[src/rtl/multicycle_ctrl_pkg.sv]
// ----------------------------------------------------------------------------
// multicycle_ctrl_pkg
//   Shared definitions for the RV32I multi-cycle sequencer: opcode constants,
//   ALU operation codes, immediate-type and write-back-source encodings, FSM
//   state encoding, the registered control bundle and an ALU-op helper.
// ----------------------------------------------------------------------------
package multicycle_ctrl_pkg;

    localparam logic [31:0] NOP_INSN = 32'h0000_0013;   // addi x0,x0,0
    localparam int          WAIT_W   = 5;                // wait-counter width

    localparam logic [6:0] OP_R      = 7'b0110011;
    localparam logic [6:0] OP_I      = 7'b0010011;
    localparam logic [6:0] OP_LOAD   = 7'b0000011;
    localparam logic [6:0] OP_STORE  = 7'b0100011;
    localparam logic [6:0] OP_BRANCH = 7'b1100011;
    localparam logic [6:0] OP_JAL    = 7'b1101111;
    localparam logic [6:0] OP_JALR   = 7'b1100111;
    localparam logic [6:0] OP_LUI    = 7'b0110111;
    localparam logic [6:0] OP_AUIPC  = 7'b0010111;

    typedef enum logic [3:0] {
        ALU_ADD  = 4'd0,
        ALU_SUB  = 4'd1,
        ALU_SLL  = 4'd2,
        ALU_SLT  = 4'd3,
        ALU_SLTU = 4'd4,
        ALU_XOR  = 4'd5,
        ALU_SRL  = 4'd6,
        ALU_SRA  = 4'd7,
        ALU_OR   = 4'd8,
        ALU_AND  = 4'd9
    } alu_op_e;

    typedef enum logic [2:0] {
        IMM_I  = 3'd0,
        IMM_S  = 3'd1,
        IMM_SB = 3'd2,
        IMM_UJ = 3'd3,
        IMM_U  = 3'd4
    } imm_sel_e;

    typedef enum logic [1:0] {
        WB_ALU = 2'd0,
        WB_MEM = 2'd1,
        WB_PC  = 2'd2,   // PC+4, or PC+imm when pc_offset is set
        WB_IMM = 2'd3
    } wb_sel_e;

    typedef enum logic [2:0] {
        S_IDLE   = 3'd0,
        S_FETCH  = 3'd1,
        S_DECODE = 3'd2,
        S_EXEC   = 3'd3,
        S_MEM    = 3'd4,
        S_WB     = 3'd5,
        S_HALT   = 3'd6
    } state_e;

    typedef struct packed {
        alu_op_e  alu_op;
        imm_sel_e imm_sel;
        wb_sel_e  mem_to_reg;
        logic     alu_src_b;
        logic     jump;
        logic     branch;
        logic     inv_branch;
        logic     pc_offset;
        logic     reg_write;   // already qualified with rd != x0
        logic     mem_rd;
        logic     mem_wr;
    } ctrl_t;

    localparam ctrl_t CTRL_NOP = '{alu_op: ALU_ADD, imm_sel: IMM_I, mem_to_reg: WB_ALU,
                                   alu_src_b: 1'b0, jump: 1'b0, branch: 1'b0,
                                   inv_branch: 1'b0, pc_offset: 1'b0, reg_write: 1'b0,
                                   mem_rd: 1'b0, mem_wr: 1'b0};

    // funct7 bit 5 only selects SUB for register-register ops; SRA/SRAI use it in both.
    function automatic alu_op_e alu_op_from_funct(input logic [2:0] funct3,
                                                  input logic       funct7_b5,
                                                  input logic       is_reg);
        case (funct3)
            3'b000:  return (is_reg && funct7_b5) ? ALU_SUB : ALU_ADD;
            3'b001:  return ALU_SLL;
            3'b010:  return ALU_SLT;
            3'b011:  return ALU_SLTU;
            3'b100:  return ALU_XOR;
            3'b101:  return funct7_b5 ? ALU_SRA : ALU_SRL;
            3'b110:  return ALU_OR;
            default: return ALU_AND;
        endcase
    endfunction

endpackage

[src/rtl/multicycle_ctrl_if.sv]
// ----------------------------------------------------------------------------
// multicycle_ctrl_if
//   Instruction- and data-memory handshake bundle.
//   master : sequencer side (drives imem_req, dmem_req, dmem_we)
//   slave  : memory side    (drives imem_ack, imem_rdata, dmem_ack)
// ----------------------------------------------------------------------------
interface multicycle_ctrl_if;
    logic        imem_req;
    logic        imem_ack;
    logic [31:0] imem_rdata;
    logic        dmem_req;
    logic        dmem_we;
    logic        dmem_ack;

    modport master (output imem_req, dmem_req, dmem_we,
                    input  imem_ack, imem_rdata, dmem_ack);
    modport slave  (input  imem_req, dmem_req, dmem_we,
                    output imem_ack, imem_rdata, dmem_ack);
endinterface

[src/rtl/multicycle_decode.sv]
// ----------------------------------------------------------------------------
// multicycle_decode
//   Pure combinational RV32I decoder: instruction fields -> control bundle
//   plus an illegal-instruction flag.
//   opcode, funct3, funct7_b5, rd_nz : fields of the latched IR
//   ctrl                             : decoded control bundle
//   illegal                          : unsupported opcode / branch funct3
// ----------------------------------------------------------------------------
module multicycle_decode
    import multicycle_ctrl_pkg::*;
(
    input  logic [6:0] opcode,
    input  logic [2:0] funct3,
    input  logic       funct7_b5,
    input  logic       rd_nz,
    output ctrl_t      ctrl,
    output logic       illegal
);

    always_comb begin
        // NOTE: every output gets a default first so no path through the case infers a latch.
        ctrl    = CTRL_NOP;
        illegal = 1'b0;
        case (opcode)
            OP_R: begin
                ctrl.alu_op    = alu_op_from_funct(funct3, funct7_b5, 1'b1);
                ctrl.reg_write = rd_nz;
            end
            OP_I: begin
                ctrl.alu_op    = alu_op_from_funct(funct3, funct7_b5, 1'b0);
                ctrl.alu_src_b = 1'b1;
                ctrl.reg_write = rd_nz;
            end
            OP_LOAD: begin
                ctrl.alu_src_b  = 1'b1;
                ctrl.mem_to_reg = WB_MEM;
                ctrl.mem_rd     = 1'b1;
                ctrl.reg_write  = rd_nz;
            end
            OP_STORE: begin
                ctrl.imm_sel   = IMM_S;
                ctrl.alu_src_b = 1'b1;
                ctrl.mem_wr    = 1'b1;
            end
            OP_BRANCH: begin
                ctrl.imm_sel    = IMM_SB;
                ctrl.branch     = 1'b1;
                ctrl.inv_branch = funct3[0];   // bne/bge/bgeu invert the compare result
                case (funct3[2:1])
                    2'b00:   ctrl.alu_op = ALU_SUB;
                    2'b10:   ctrl.alu_op = ALU_SLT;
                    2'b11:   ctrl.alu_op = ALU_SLTU;
                    default: illegal     = 1'b1;
                endcase
            end
            OP_JAL: begin
                ctrl.imm_sel    = IMM_UJ;
                ctrl.jump       = 1'b1;
                ctrl.mem_to_reg = WB_PC;
                ctrl.reg_write  = rd_nz;
            end
            OP_JALR: begin
                ctrl.alu_src_b  = 1'b1;        // target = rs1 + imm through the ALU
                ctrl.jump       = 1'b1;
                ctrl.mem_to_reg = WB_PC;
                ctrl.reg_write  = rd_nz;
            end
            OP_LUI: begin
                ctrl.imm_sel    = IMM_U;
                ctrl.mem_to_reg = WB_IMM;
                ctrl.reg_write  = rd_nz;
            end
            OP_AUIPC: begin
                ctrl.imm_sel    = IMM_U;
                ctrl.mem_to_reg = WB_PC;
                ctrl.pc_offset  = 1'b1;        // write PC+imm instead of PC+4
                ctrl.reg_write  = rd_nz;
            end
            default: illegal = 1'b1;
        endcase
    end

endmodule

[src/rtl/multicycle_ctrl.sv]
// ----------------------------------------------------------------------------
// multicycle_ctrl
//   Multi-cycle RV32I sequencer: IDLE->FETCH->DECODE->EXEC->[MEM]->WB->FETCH,
//   HALT on memory timeout or illegal instruction (left only by reset).
//   clk, rst        : clock, asynchronous active-low reset
//   mem             : instruction/data memory handshakes (master modport)
//   inst_field      : latched IR
//   ALU_Control ... PCOffset : decoded datapath controls, registered in DECODE
//   RegWrite, pc_we : one-cycle write strobes in WB
//   pc_reset_val    : RESET_PC passthrough
//   busy, bus_err   : not-IDLE flag, sticky error flag
//   Optional (MULTICYCLE_PERF_CNT_EN): cycle_cnt, instret_cnt 64-bit counters.
//   All outputs come straight from flops.
// ----------------------------------------------------------------------------
module multicycle_ctrl
    import multicycle_ctrl_pkg::*;
#(
    parameter logic [31:0] RESET_PC = 32'h0000_0000,
    parameter int          MEM_TMO  = 16
)(
    input  logic        clk,
    input  logic        rst,
    multicycle_ctrl_if.master mem,
    output logic [31:0] inst_field,
    output logic [3:0]  ALU_Control,
    output logic [2:0]  ImmSel,
    output logic [1:0]  MemtoReg,
    output logic        ALUSrc_B,
    output logic        Jump,
    output logic        Branch,
    output logic        InverseBranch,
    output logic        PCOffset,
    output logic        RegWrite,
    output logic        pc_we,
    output logic [31:0] pc_reset_val,
    output logic        busy,
    output logic        bus_err
`ifdef MULTICYCLE_PERF_CNT_EN
    ,
    output logic [63:0] cycle_cnt,
    output logic [63:0] instret_cnt
`endif
);

    // Last wait count at which an ack is still accepted.
    localparam logic [WAIT_W-1:0] TMO_LAST = WAIT_W'(MEM_TMO - 1);

    state_e              state_q;
    logic [31:0]         ir_q;
    ctrl_t               ctrl_q;
    logic [WAIT_W-1:0]   wait_q;
    logic                imem_req_q, dmem_req_q, dmem_we_q;
    logic                reg_write_q, pc_we_q, busy_q, bus_err_q;

    ctrl_t               ctrl_d;
    logic                illegal_d;

    multicycle_decode u_decode (
        .opcode    (ir_q[6:0]),
        .funct3    (ir_q[14:12]),
        .funct7_b5 (ir_q[30]),
        .rd_nz     (|ir_q[11:7]),
        .ctrl      (ctrl_d),
        .illegal   (illegal_d)
    );

    always_ff @(posedge clk or negedge rst) begin
        if (!rst) begin
            state_q     <= S_IDLE;
            ir_q        <= NOP_INSN;
            ctrl_q      <= CTRL_NOP;
            wait_q      <= '0;
            imem_req_q  <= 1'b0;
            dmem_req_q  <= 1'b0;
            dmem_we_q   <= 1'b0;
            reg_write_q <= 1'b0;
            pc_we_q     <= 1'b0;
            busy_q      <= 1'b0;
            bus_err_q   <= 1'b0;
        end else begin
            // NOTE: non-blocking throughout so every flop samples pre-edge values of the others.
            reg_write_q <= 1'b0;
            pc_we_q     <= 1'b0;
            busy_q      <= 1'b1;   // IDLE is only ever entered through reset
            case (state_q)
                S_IDLE: begin
                    state_q    <= S_FETCH;
                    imem_req_q <= 1'b1;
                    wait_q     <= '0;
                end
                S_FETCH: begin
                    if (mem.imem_ack) begin          // ack beats the terminal count
                        ir_q       <= mem.imem_rdata;
                        imem_req_q <= 1'b0;
                        state_q    <= S_DECODE;
                    end else if (wait_q == TMO_LAST) begin
                        imem_req_q <= 1'b0;
                        bus_err_q  <= 1'b1;
                        state_q    <= S_HALT;
                    end else begin
                        wait_q <= wait_q + 1'b1;
                    end
                end
                S_DECODE: begin
                    if (illegal_d) begin
                        bus_err_q <= 1'b1;
                        state_q   <= S_HALT;
                    end else begin
                        ctrl_q  <= ctrl_d;
                        state_q <= S_EXEC;
                    end
                end
                S_EXEC: begin
                    if (ctrl_q.mem_rd || ctrl_q.mem_wr) begin
                        dmem_req_q <= 1'b1;
                        dmem_we_q  <= ctrl_q.mem_wr;
                        wait_q     <= '0;
                        state_q    <= S_MEM;
                    end else begin
                        reg_write_q <= ctrl_q.reg_write;
                        pc_we_q     <= 1'b1;
                        state_q     <= S_WB;
                    end
                end
                S_MEM: begin
                    if (mem.dmem_ack) begin
                        dmem_req_q  <= 1'b0;
                        dmem_we_q   <= 1'b0;
                        reg_write_q <= ctrl_q.reg_write;
                        pc_we_q     <= 1'b1;
                        state_q     <= S_WB;
                    end else if (wait_q == TMO_LAST) begin
                        dmem_req_q <= 1'b0;
                        dmem_we_q  <= 1'b0;
                        bus_err_q  <= 1'b1;
                        state_q    <= S_HALT;
                    end else begin
                        wait_q <= wait_q + 1'b1;
                    end
                end
                S_WB: begin
                    imem_req_q <= 1'b1;
                    wait_q     <= '0;
                    state_q    <= S_FETCH;
                end
                S_HALT: state_q <= S_HALT;
                default: begin                        // unreachable encoding: fail safe
                    imem_req_q <= 1'b0;
                    dmem_req_q <= 1'b0;
                    dmem_we_q  <= 1'b0;
                    bus_err_q  <= 1'b1;
                    state_q    <= S_HALT;
                end
            endcase
        end
    end

`ifdef MULTICYCLE_PERF_CNT_EN
    logic [63:0] cycle_cnt_q, instret_cnt_q;

    always_ff @(posedge clk or negedge rst) begin
        if (!rst) begin
            cycle_cnt_q   <= '0;
            instret_cnt_q <= '0;
        end else begin
            if (state_q != S_HALT) cycle_cnt_q   <= cycle_cnt_q + 64'd1;
            if (state_q == S_WB)   instret_cnt_q <= instret_cnt_q + 64'd1;
        end
    end

    assign cycle_cnt   = cycle_cnt_q;
    assign instret_cnt = instret_cnt_q;
`endif

    assign mem.imem_req  = imem_req_q;
    assign mem.dmem_req  = dmem_req_q;
    assign mem.dmem_we   = dmem_we_q;

    assign inst_field    = ir_q;
    assign ALU_Control   = ctrl_q.alu_op;
    assign ImmSel        = ctrl_q.imm_sel;
    assign MemtoReg      = ctrl_q.mem_to_reg;
    assign ALUSrc_B      = ctrl_q.alu_src_b;
    assign Jump          = ctrl_q.jump;
    assign Branch        = ctrl_q.branch;
    assign InverseBranch = ctrl_q.inv_branch;
    assign PCOffset      = ctrl_q.pc_offset;
    assign RegWrite      = reg_write_q;
    assign pc_we         = pc_we_q;
    assign pc_reset_val  = RESET_PC;
    assign busy          = busy_q;
    assign bus_err       = bus_err_q;

endmodule
[src/flat_wrapper.sv]
// flat-port wrapper written by rule: the top's interface ports become plain ports
module multicycle_ctrl_flat import multicycle_ctrl_pkg::*;
#(
    parameter logic [31:0] RESET_PC = 32'h0000_0000,
    parameter int          MEM_TMO  = 16
)
  (clk, rst, inst_field, ALU_Control, ImmSel, MemtoReg, ALUSrc_B, Jump, Branch, InverseBranch, PCOffset, RegWrite, pc_we, pc_reset_val, busy, bus_err, mem_imem_req, mem_dmem_req, mem_dmem_we, mem_imem_ack, mem_imem_rdata, mem_dmem_ack);
  multicycle_ctrl_if mem_i ();
  input  logic clk;
  input  logic rst;
  output logic [31:0] inst_field;
  output logic [3:0] ALU_Control;
  output logic [2:0] ImmSel;
  output logic [1:0] MemtoReg;
  output logic ALUSrc_B;
  output logic Jump;
  output logic Branch;
  output logic InverseBranch;
  output logic PCOffset;
  output logic RegWrite;
  output logic pc_we;
  output logic [31:0] pc_reset_val;
  output logic busy;
  output logic bus_err;
  output wire logic [$bits(mem_i.imem_req)-1:0] mem_imem_req;
  output wire logic [$bits(mem_i.dmem_req)-1:0] mem_dmem_req;
  output wire logic [$bits(mem_i.dmem_we)-1:0] mem_dmem_we;
  input wire logic [$bits(mem_i.imem_ack)-1:0] mem_imem_ack;
  input wire logic [$bits(mem_i.imem_rdata)-1:0] mem_imem_rdata;
  input wire logic [$bits(mem_i.dmem_ack)-1:0] mem_dmem_ack;
  assign mem_imem_req = mem_i.imem_req;
  assign mem_dmem_req = mem_i.dmem_req;
  assign mem_dmem_we = mem_i.dmem_we;
  assign mem_i.imem_ack = mem_imem_ack;
  assign mem_i.imem_rdata = mem_imem_rdata;
  assign mem_i.dmem_ack = mem_dmem_ack;
  multicycle_ctrl #(.RESET_PC(RESET_PC), .MEM_TMO(MEM_TMO)) u_core (.clk(clk), .rst(rst), .mem(mem_i), .inst_field(inst_field), .ALU_Control(ALU_Control), .ImmSel(ImmSel), .MemtoReg(MemtoReg), .ALUSrc_B(ALUSrc_B), .Jump(Jump), .Branch(Branch), .InverseBranch(InverseBranch), .PCOffset(PCOffset), .RegWrite(RegWrite), .pc_we(pc_we), .pc_reset_val(pc_reset_val), .busy(busy), .bus_err(bus_err));
endmodule
[config.mk]
export PLATFORM = sky130hd
export DESIGN_NAME = multicycle_ctrl_flat
export DESIGN_NICKNAME = d
export VERILOG_FILES = /design/src/rtl/multicycle_ctrl_pkg.sv /design/src/rtl/multicycle_ctrl_if.sv /design/src/rtl/multicycle_decode.sv /design/src/rtl/multicycle_ctrl.sv /design/src/flat_wrapper.sv
export SDC_FILE = /design/constraint.sdc
export NUM_CORES = 1
export LEC_CHECK = 0
export CORE_ASPECT_RATIO = 1.25
export CORE_UTILIZATION = 45
export DETAILED_ROUTE_END_ITERATION = 10
export DONT_BUFFER_PORTS = 1
export GPL_ROUTABILITY_DRIVEN = 0
export PLACE_DENSITY_LB_ADDON = 0.05
export SKIP_CTS_REPAIR_TIMING = 1
export SLEW_MARGIN = 20
export SYNTH_ARGS = -nofsm -noshare
export SYNTH_HDL_FRONTEND = slang
export SYNTH_SLANG_ARGS = --single-unit
[constraint.sdc]
create_clock -name clk -period 2.2 [get_ports clk]
set_input_delay 0.22 -clock clk [delete_from_list [all_inputs] [get_ports clk]]
set_output_delay 0.22 -clock clk [all_outputs]
set_load 0.02 [all_outputs]
==> results.py <==
metrics = {
    "cells_and_area": {
        "layout_commonest_cell": "dfrtp_1",
        "finalNetCount": 383,
        "final_cell_area_mm2": 0.00374,
        "most-common-layout-cells": "dfrtp_1 (61), nand2_1 (57), conb_1 (33), mux2_2 (20), buf_4 (16)",
        "fin_cells": 442,
        "diodes": 0,
        "area_growth_pct": 9.45,
        "drive_gt1_frac": 0.206,
    },
    "drt": {
        "drt-met1-wl_um": 2930,
        "drtIter0Drc": 199,
        "drc_errors": 0,
        "drt_wl_total_um": 6600,
        "avgViaCountPerCell": 5.09,
        "wl_per_cell_um": 14.9,
        "dr.pass1.iters": 4,
        "wl_met2_um": 3030,
        "wl_met3_um": 457,
        "route.top_layer_used": "met4",
        "drtAntennaViolNets": 0,
        "vias": 2251,
    },
    "clocking": {
        "cts_inserted_buffers": 9,
        "path_clk_slew_ns": 0.08,
        "root_buffer": "clkbuf_8",
        "htreeDepth": 3,
        "cts_sinks": 64,
        "clock_path_buffers": 2,
        "clk_latency_ns": 0.34,
        "cts_tree": "built",
    },
    "timing": {
        "fin_tns_setup_ns": 0,
        "finalSetupViolCount": 0,
        "skew_ns": 0.00995,
        "min_period_over_period": 0.908,
        "grt_setup_unrepaired": "false",
        "finalHoldViolCount": 2,
        "fmax_mhz": 501,
        "period_needed_ns": 2.00,
        "slew_violations": 0,
        "setup_ws_ns": 0.202,
        "holdWs_ns": -0.0141,
    },
    "yosys": {
        "syn_avg_cell_area_um2": 10.2,
        "synthCells": 335,
        "synth-seq-area-share": 0.470,
        "async_flop_share": 1.00,
        "ys_seq_elements": 64,
        "synthFlopType": "dfrtp_1",
        "syn_area_mm2": 0.00341,
        "ys_warn_count": 0,
        "synth_edf_count": 0,
        "ys_types": 59,
    },
    "critical_path": {
        "cp-startpoint": "u_core.wait_q[0]",
        "path_cells": "ha_1 -> and3_1 -> ha_1 -> a21oi_2 -> nand4_1 -> or4_1 -> nand2_1",
        "path_max_fanout": 6,
        "slowest_delay_ns": 0.42,
        "cp_slowest_cell": "dfrtp_1",
        "required_ns": 2.49,
        "path_class": "flop to flop",
        "cpMostUsedCell": "ha_1",
        "endpoint_kind": "flop",
        "startpoint_type": "flop",
        "r2r-start": "u_core.wait_q[0]",
        "arrival_ns": 2.29,
    },
    "global_route": {
        "grt_overflow": 0,
        "grt_max_degree": 65,
        "grt_usage": 0.181,
        "grt_pass1_wl_um": 10900,
        "antenna_found_initial": 0,
        "grt_pass1_vias": 2258,
    },
    "die": {
        "start_util": 0.464,
        "io_pins": 121,
        "die-area_mm2": 0.00794,
        "rows": 35,
        "die_w_um": 79.9,
        "core_mm2": 0.00736,
        "die_h_um": 99.4,
    },
    "power_and_ir_drop": {
        "netSwitchingPower_mw": 0.563,
        "ir_drop_mv": 0.511,
        "p_comb_frac": 0.041,
        "internal_power_mw": 1.84,
        "p_leak_nw": 1.92,
        "power_frac_clock": 0.468,
        "powerDensity_mw_per_mm2": 642,
        "power_frac_seq": 0.491,
        "switching_share": 0.235,
    },
    "placed_design": {
        "dpl_worst_slack_ns": 0.0901,
        "dp.cells": 413,
        "dp_hpwl_um": 4580,
        "portBuffers": 0,
        "placed_area_mm2": 0.00337,
    },
    "job": {
        "drv_cap": 0,
    },
    "status": {
        "outcome": "finished, violations left",
        "violations": "negative hold slack",
    },
    "hold_path": {
        "hp-class": "primary input to flop",
        "min-delay-start": "mem_imem_rdata[5]",
    },
}
## worst max-delay path: cells and delay by family (launching register included)
kind	cells	cell delay, ns
adder cells (fa/ha/maj)	2	0.48
AO/OA/AOI/OAI	1	0.25
AND/OR/NAND/NOR	4	0.80
flip-flops	1	0.42
## power groups by stage
stage                     clock [mW]  combinational [mW]  sequential, mW
final                           1.12              0.0977            1.18
after detailed placement           0              0.0509            1.20
after CTS                       1.15              0.0509            1.18
after global routing            1.20               0.109            1.18
after floorplan                    0              0.0936            1.20
after global placement             0              0.0509            1.20
## cell usage after synthesis, drive strengths merged, types with 4 or more instances
master | number | share of area
dfrtp | 61 | 0.45
a21oi | 8 | 0.012
mux2i | 6 | 0.018
clkbuf | 7 | 0.0077
mux2 | 32 | 0.11
buf | 55 | 0.12
nand2 | 58 | 0.064
nand2b | 9 | 0.016
o21ai | 14 | 0.021
nor3 | 4 | 0.0059
nor2 | 13 | 0.017
and3 | 4 | 0.0073
inv | 10 | 0.011
nand3 | 4 | 0.0059
## final cells by class
cell class | count | area, µm²
clock buffer | 9 | 124
timing repair buffer | 30 | 288
tap | 92 | 115
clock inverter | 7 | 96.3
multi-input combinational | 230 | 1470
sequential | 64 | 1610
fill | 707 | 3620
inverter | 10 | 37.5
## registers in the layout, indices dropped and copies added, names as in the netlist, 2 cells and up
name / flops
u_core.wait_q: 5
u_core.inst_field: 32
u_core.MemtoReg: 2
u_core.ALU_Control: 4
u_core.ImmSel: 3
u_core.state_q: 3
u_core.ctrl_q: 3
## cells by family after synthesis
family | Yosys count | synth area share
adder cells (fa/ha/maj) | 2 | 0.00733
multiplexers | 38 | 0.128
AND/OR/NAND/NOR | 111 | 0.165
XOR/XNOR | 2 | 0.00513
flip-flops | 64 | 0.470
other | 2 | 0.00220
buffers and inverters | 72 | 0.139
AO/OA/AOI/OAI | 44 | 0.0847
## final timing paths
kind                                   endpoint  slack, ns  cells past startpoint
min reg2reg                    u_core.wait_q[4]       0.48                      2
max in group asynchronous  u_core.inst_field[0]       1.48                      2
max reg2reg                    u_core.wait_q[3]       0.20                      7
min                        u_core.inst_field[5]      -0.01                      2
max                            u_core.wait_q[3]       0.20                      7
min in group asynchronous    u_core.mem.dmem_we       0.40                      2
## stage by stage
| step | hold slack, ns | utilization | power [mW] |
|---|---|---|---|
| floorplan | -0.0756 | - | 1.30 |
| global placement | -0.0738 | 0.457 | 1.25 |
| detailed placement | -0.0739 | 0.457 | 1.25 |
| CTS | -0.456 | 0.487 | 2.38 |
| global route | 0.000656 | 0.508 | 2.49 |
| finish | -0.0141 | 0.508 | 2.40 |
## routing by layer
metal  vias to the layer above  track usage
met2                        92        0.273
met3                        17       0.0541
met5                         -            0
met1                      1059        0.228
li1                       1083            -
met4                         0        0.107
Power figures use the tool's default switching activity.
